$ cat src/rtl/arc4_pkg.sv
// Shared constants, state encoding and helpers for the ARC4 datapath stages.
package arc4_pkg;

    localparam int ARC4_AW = 8;
    localparam int ARC4_DW = 8;

    typedef enum logic [3:0] {
        IDLE,
        LEN0,
        LEN1,
        RDI,
        RDJ,
        WRI,
        WRJ,
        RDP,
        WRP
    } prga_state_t;

    localparam logic [7:0] PRINT_LO = 8'h20;
    localparam logic [7:0] PRINT_HI = 8'h7E;

    function automatic logic is_printable(input logic [7:0] b);
        return (b >= PRINT_LO) && (b <= PRINT_HI);
    endfunction

endpackage

$ cat src/rtl/arc4_prga.sv
// ARC4 keystream stage: decrypts length-prefixed CT memory into PT memory using S.
// Optional build macro ARC4_PRGA_ASCII_CHECK_EN aborts on the first non-printable byte.
module arc4_prga
    import arc4_pkg::*;
(
    input  logic               clk,
    input  logic               rst_n,
    input  logic               en,
    output logic               rdy,
    output logic [ARC4_AW-1:0] s_addr,
    input  logic [ARC4_DW-1:0] s_rddata,
    output logic [ARC4_DW-1:0] s_wrdata,
    output logic               s_wren,
    output logic [ARC4_AW-1:0] ct_addr,
    input  logic [ARC4_DW-1:0] ct_rddata,
    output logic [ARC4_AW-1:0] pt_addr,
    output logic [ARC4_DW-1:0] pt_wrdata,
    output logic               pt_wren,
    output logic               pt_ok
);

    prga_state_t        state_q, state_d;
    logic [ARC4_DW-1:0] i_q, i_d, j_q, j_d, si_q, si_d, sj_q, sj_d;
    // k and L carry a ninth bit so L=255 ends cleanly without k wrapping.
    logic [8:0]         k_q, k_d, len_q, len_d;
    logic [ARC4_DW-1:0] pt_byte;
    logic               last_byte;

    assign pt_byte = s_rddata ^ ct_rddata;

`ifdef ARC4_PRGA_ASCII_CHECK_EN
    logic ok_q, ok_d;

    assign last_byte = (k_q == len_q) || !is_printable(pt_byte);
    assign pt_ok     = ok_q;

    always_comb begin
        ok_d = ok_q;
        if (state_q == IDLE && en) begin
            ok_d = 1'b1;
        end else if (state_q == WRP && !is_printable(pt_byte)) begin
            ok_d = 1'b0;
        end
    end

    always_ff @(posedge clk or negedge rst_n) begin
        if (!rst_n) begin
            ok_q <= 1'b1;
        end else begin
            ok_q <= ok_d;
        end
    end
`else
    assign last_byte = (k_q == len_q);
    assign pt_ok     = 1'b1;
`endif

    always_ff @(posedge clk or negedge rst_n) begin
        if (!rst_n) begin
            state_q <= IDLE;
            i_q     <= '0;
            j_q     <= '0;
            si_q    <= '0;
            sj_q    <= '0;
            k_q     <= '0;
            len_q   <= '0;
        end else begin
            state_q <= state_d;
            i_q     <= i_d;
            j_q     <= j_d;
            si_q    <= si_d;
            sj_q    <= sj_d;
            k_q     <= k_d;
            len_q   <= len_d;
        end
    end

    always_comb begin
        state_d   = state_q;
        i_d       = i_q;
        j_d       = j_q;
        si_d      = si_q;
        sj_d      = sj_q;
        k_d       = k_q;
        len_d     = len_q;
        rdy       = 1'b0;
        s_addr    = '0;
        s_wrdata  = '0;
        s_wren    = 1'b0;
        ct_addr   = '0;
        pt_addr   = '0;
        pt_wrdata = '0;
        pt_wren   = 1'b0;

        case (state_q)
            IDLE: begin
                rdy = 1'b1;
                if (en) begin
                    i_d     = '0;
                    j_d     = '0;
                    k_d     = '0;
                    state_d = LEN0;
                end
            end
            LEN0: begin
                ct_addr = '0;
                state_d = LEN1;
            end
            LEN1: begin
                len_d     = {1'b0, ct_rddata};
                pt_addr   = '0;
                pt_wrdata = ct_rddata;
                pt_wren   = 1'b1;
                if (ct_rddata == '0) begin
                    state_d = IDLE;
                end else begin
                    i_d     = 8'd1;
                    k_d     = 9'd1;
                    state_d = RDI;
                end
            end
            RDI: begin
                s_addr  = i_q;
                state_d = RDJ;
            end
            // s[i] arrives here; j advances and s[j] is requested in the same cycle.
            RDJ: begin
                si_d    = s_rddata;
                j_d     = j_q + s_rddata;
                s_addr  = j_q + s_rddata;
                state_d = WRI;
            end
            WRI: begin
                sj_d     = s_rddata;
                s_addr   = i_q;
                s_wrdata = s_rddata;
                s_wren   = 1'b1;
                state_d  = WRJ;
            end
            WRJ: begin
                s_addr   = j_q;
                s_wrdata = si_q;
                s_wren   = 1'b1;
                state_d  = RDP;
            end
            RDP: begin
                s_addr  = si_q + sj_q;
                ct_addr = k_q[7:0];
                state_d = WRP;
            end
            WRP: begin
                pt_addr   = k_q[7:0];
                pt_wrdata = pt_byte;
                pt_wren   = 1'b1;
                if (last_byte) begin
                    state_d = IDLE;
                end else begin
                    k_d     = k_q + 9'd1;
                    i_d     = i_q + 8'd1;
                    state_d = RDI;
                end
            end
            default: state_d = IDLE;
        endcase
    end

endmodule

$ cat config.mk
export PLATFORM = sky130hd
export DESIGN_NAME = arc4_prga
export DESIGN_NICKNAME = d
export VERILOG_FILES = /design/src/rtl/arc4_pkg.sv /design/src/rtl/arc4_prga.sv
export SDC_FILE = /design/constraint.sdc
export NUM_CORES = 1
export LEC_CHECK = 0
export BUFFER_PORTS_ARGS = -buffer_cell sky130_fd_sc_hd__buf_2
export CORE_AREA = 5 5 88 90
export CTS_CLUSTER_DIAMETER = 100
export DETAILED_ROUTE_END_ITERATION = 10
export DIE_AREA = 0 0 93 95
export PLACE_DENSITY_LB_ADDON = 0.25
export SLEW_MARGIN = 20
export SYNTH_ARGS = -nofsm -noshare
export SYNTH_HDL_FRONTEND = slang
export SYNTH_SLANG_ARGS = --single-unit
$ cat constraint.sdc
create_clock -name clk -period 5.3 [get_ports clk]
set_clock_uncertainty 0.15 [all_clocks]
set_input_delay 0.53 -clock clk [delete_from_list [all_inputs] [get_ports clk]]
set_output_delay 0.53 -clock clk [all_outputs]
set_load 0.1 [all_outputs]
==> results by group <==
Critical path
  – RR Startpoint: state_q[0]
  – Kind of end point of the critical path: output pin
  – WP data arrival: between 2 and 3 ns
  – Worst setup SP type: register
  – Crit Path Class: reg -> out
  – CP cell instances: ha_1, inv_1, fa_1, nor2b_1, o21ai_0, a21oi_1, mux2i_1, a311o_1, a211o_1, buf_2
  – Slowest-stage cell, CP: fa_1
  – Slowest cell delay on critical path: 0.42 ns
  – R2R Setup Slk: ~2.7 ns
  – Data required, critical path: about 4.6 ns
  – CP Max Fanout: 3
  – Worst r2r path cells: 5
  – Reg2reg end: k_q[6]

Synth
  – Unique masters post-synth: 57
  – Largest cells by area after synthesis: dfrtp_1 36%, mux2_2 7.1%, ha_1 5.5%
  – Ys flop type: dfrtp_1
  – EDFF count, synth: 0
  – Largest area contributor in the netlist: dfrtp_1
  – Syn Area/Cell: 9.09 um2
  – Asr flop ratio synth: 100%
  – Synthesized Nets: ~440
  – Syn Std Cell Area: between 3000 and 4000 um2
  – Synthesis Warnings: 0
  – Seq/Total Area, Yosys: a little over a third
  – Synth top area share: 36.3%
  – Yosys reg bits: 53
  – Mapped Cells: approximately 400

Pwr
  – Pwr dens: just over 400 nW/um2
  – Pleak: ~1.9 nW
  – Peak supply drop: about 0.00047 V

Floorplan
  – # rows: 31
  – Die Area: a little under 9000 um2
  – Core Area: between 6000 and 7000 um2
  – Die Y: approximately 95 um
  – Number of I/O pins: 63
  – Starting Density: 52.3%
  – Die width: ~93 um

Route
  – WL per Instance: roughly 18 um
  – Via density: between 6 and 7
  – # DRC: 0
  – DRT Pass-1 Iters: 5
  – Routed vias: about 3200
  – Initial DRC count: between 200 and 250
  – Routed Antenna Nets: 0
  – Total Wirelength: 9660 um

Global routing
  – Global-route wire length before repair: between 15000 and 20000 um
  – Vias in the first global route: approximately 3200
  – Largest net degree at the start of global routing: 54
  – GRT Residual Overflow: 0
  – GRT Overall Usage: 22.6%
  – Initial antenna violation count: 0

STA
  – Max-slew violations: 0
  – Actual slew at the worst max-slew pin: 0.989 ns
  – RSZ-0062 raised after global routing: no
  – Hold Fails Final Rpt: 0
  – Final setup fails: 0
  – Final worst path period need: approximately 3.6 ns
  – Worst slew margin: around 34%
  – Setup TNS Final: 0 ns
  – Final period util: about two thirds
  – Fmax: ~0.28 GHz

CTS
  – Worst-path clk slew: ~0.10 ns
  – Max clock buf depth: 2
  – Worst skew pair latency: roughly 0.31 ns
  – Post-CTS Setup Inserts: 0
  – Clk sink count: 53
  – Hold buffers post-CTS: 0
  – CTS Buf Count: 5
  – Root Driver: clkbuf_8
  – H-tree levels: 2
  – CTS resizes: 0
  – CTS tree: yes

Final layout
  – Non-filler cells, final: roughly 530
  – Ant diodes: 0
  – Final nets: 487
  – Share of cells above drive strength 1: a little under a quarter
  – Area Overhead vs Synth: 11.3%
  – Final instance area: 4070 um2

Place
  – Final Wtd Congestion: between 0.9 and 1
  – Area post-placement: slightly below 4000 um2
  – Dpl cells: ~530
  – Port Buffers: 61
  – Post-DP HPWL: roughly 7100 um

Flow run
  – Max cap viols: 0

Min path
  – Worst hold path class: in -> async

Run status
  – Status: complete, no violations
## synth_stat cells, types with 3 or more instances
master	number
nor4_1	3
o21ai_1	9
or3_1	4
dfrtp_1	53
buf_6	4
and3_1	7
nand3_1	10
inv_1	17
nand4_1	4
mux2_2	23
a31oi_1	7
o21ai_0	28
a32oi_1	3
nor3_1	6
a21o_1	4
nand2_1	47
a22o_1	10
a21oi_2	4
a41oi_1	3
clkbuf_1	5
nand2b_1	3
o211ai_1	5
xor2_1	7
nor2_1	28
a21oi_1	12
nor2b_1	3
o31ai_1	3
ha_1	16
and2_1	10
xnor2_1	13
a22oi_1	4
buf_2	12
## layout make-up
cell class                      instances  area [um2]
Multi-Input combinational cell        310        2130
Tap cell                               82         103
Inverter                               17        63.8
Fill cell                             643        2920
Timing Repair Buffer                   63         320
Sequential cell                        53        1330
Clock buffer                            6        82.6
Clock inverter                          2        37.5
## routing by layer
layer / global-route usage [%] / up-vias / routed length (um)
met3: 3.90 / 14 / 505
met5: 0 / - / 0
li1: - / 1539 / -
met2: 38.7 / 102 / 4860
met4: 8.67 / 0 / 185
met1: 28.6 / 1593 / 4100
## sequential cells by signal, indices dropped and copies added, names as in the netlist
signal   cells
k_q          9
i_q          8
j_q          8
len_q        8
si_q         8
sj_q         8
state_q      4
## report_power, final
part | switching, mW | leakage [nW] | internal (mW)
clock network | 0.144 | 0.0574 | 0.154
logic | 0.666 | 1.20 | 0.214
registers | 0.0346 | 0.643 | 0.444
## per-stage QoR
| step | setup WS (ns) | power, mW | hold slack, ns | util, % |
|---|---|---|---|---|
| floorplan | 0.389 | 1.21 | 0.0844 | - |
| global placement | 1.89 | 1.35 | 0.338 | 56.5 |
| detailed placement | 1.80 | 1.36 | 0.347 | 56.5 |
| CTS | 1.76 | 1.66 | 0.219 | 58.2 |
| global route | 1.56 | 1.74 | 0.248 | 58.2 |
| finish | 1.73 | 1.66 | 0.184 | 58.2 |
## cell usage in the layout (no fill, tap or decap), types with 5 or more instances in the layout
master and count:
clkbuf_8 6, mux2_2 23, nor3_1 6, nand3_1 10
a22o_1 10, o21ai_1 9, ha_1 16, o211ai_1 5
inv_1 17, o21ai_0 28, xor2_1 7, xnor2_1 13
nand2_1 47, nor2_1 28, a31oi_1 7, and3_1 7
dfrtp_1 53, buf_2 61, a21oi_1 12, and2_1 10
## cells by family after synthesis
logic type / count (synthesis) / synth area share, %
and+or+nand+nor: 134 / 18.0
AOI/OAI and AO/OA: 110 / 20.3
DFF: 53 / 36.3
buffers and inverters: 39 / 5.34
muxes: 25 / 7.63
xor gates and xnor gates: 22 / 5.68
adders and majority gates: 18 / 6.57
other: 1 / 0.103
## critical path: cells and delay by family (launching register included)
kind                     cells  cell delay (ns)
AO/OA/AOI/OAI                4             0.97
adder cells (fa/ha/maj)      2             0.63
flip-flops                   1             0.39
buffers and inverters        2             0.35
AND/OR/NAND/NOR              1             0.13
multiplexers                 1             0.11
## how the worst max path moves through the flow
stage                           start        end  cells past startpoint
after global placement    s_rddata[0]  s_addr[6]                     11
after CTS                      j_q[0]  s_addr[6]                     10
after detailed placement  s_rddata[0]  s_addr[6]                     11
final                          j_q[0]  s_addr[6]                     10
after global routing           j_q[0]  s_addr[6]                     10
after floorplan            state_q[0]     j_q[0]                      4
Note: power is estimated with default switching activity, not from simulation.
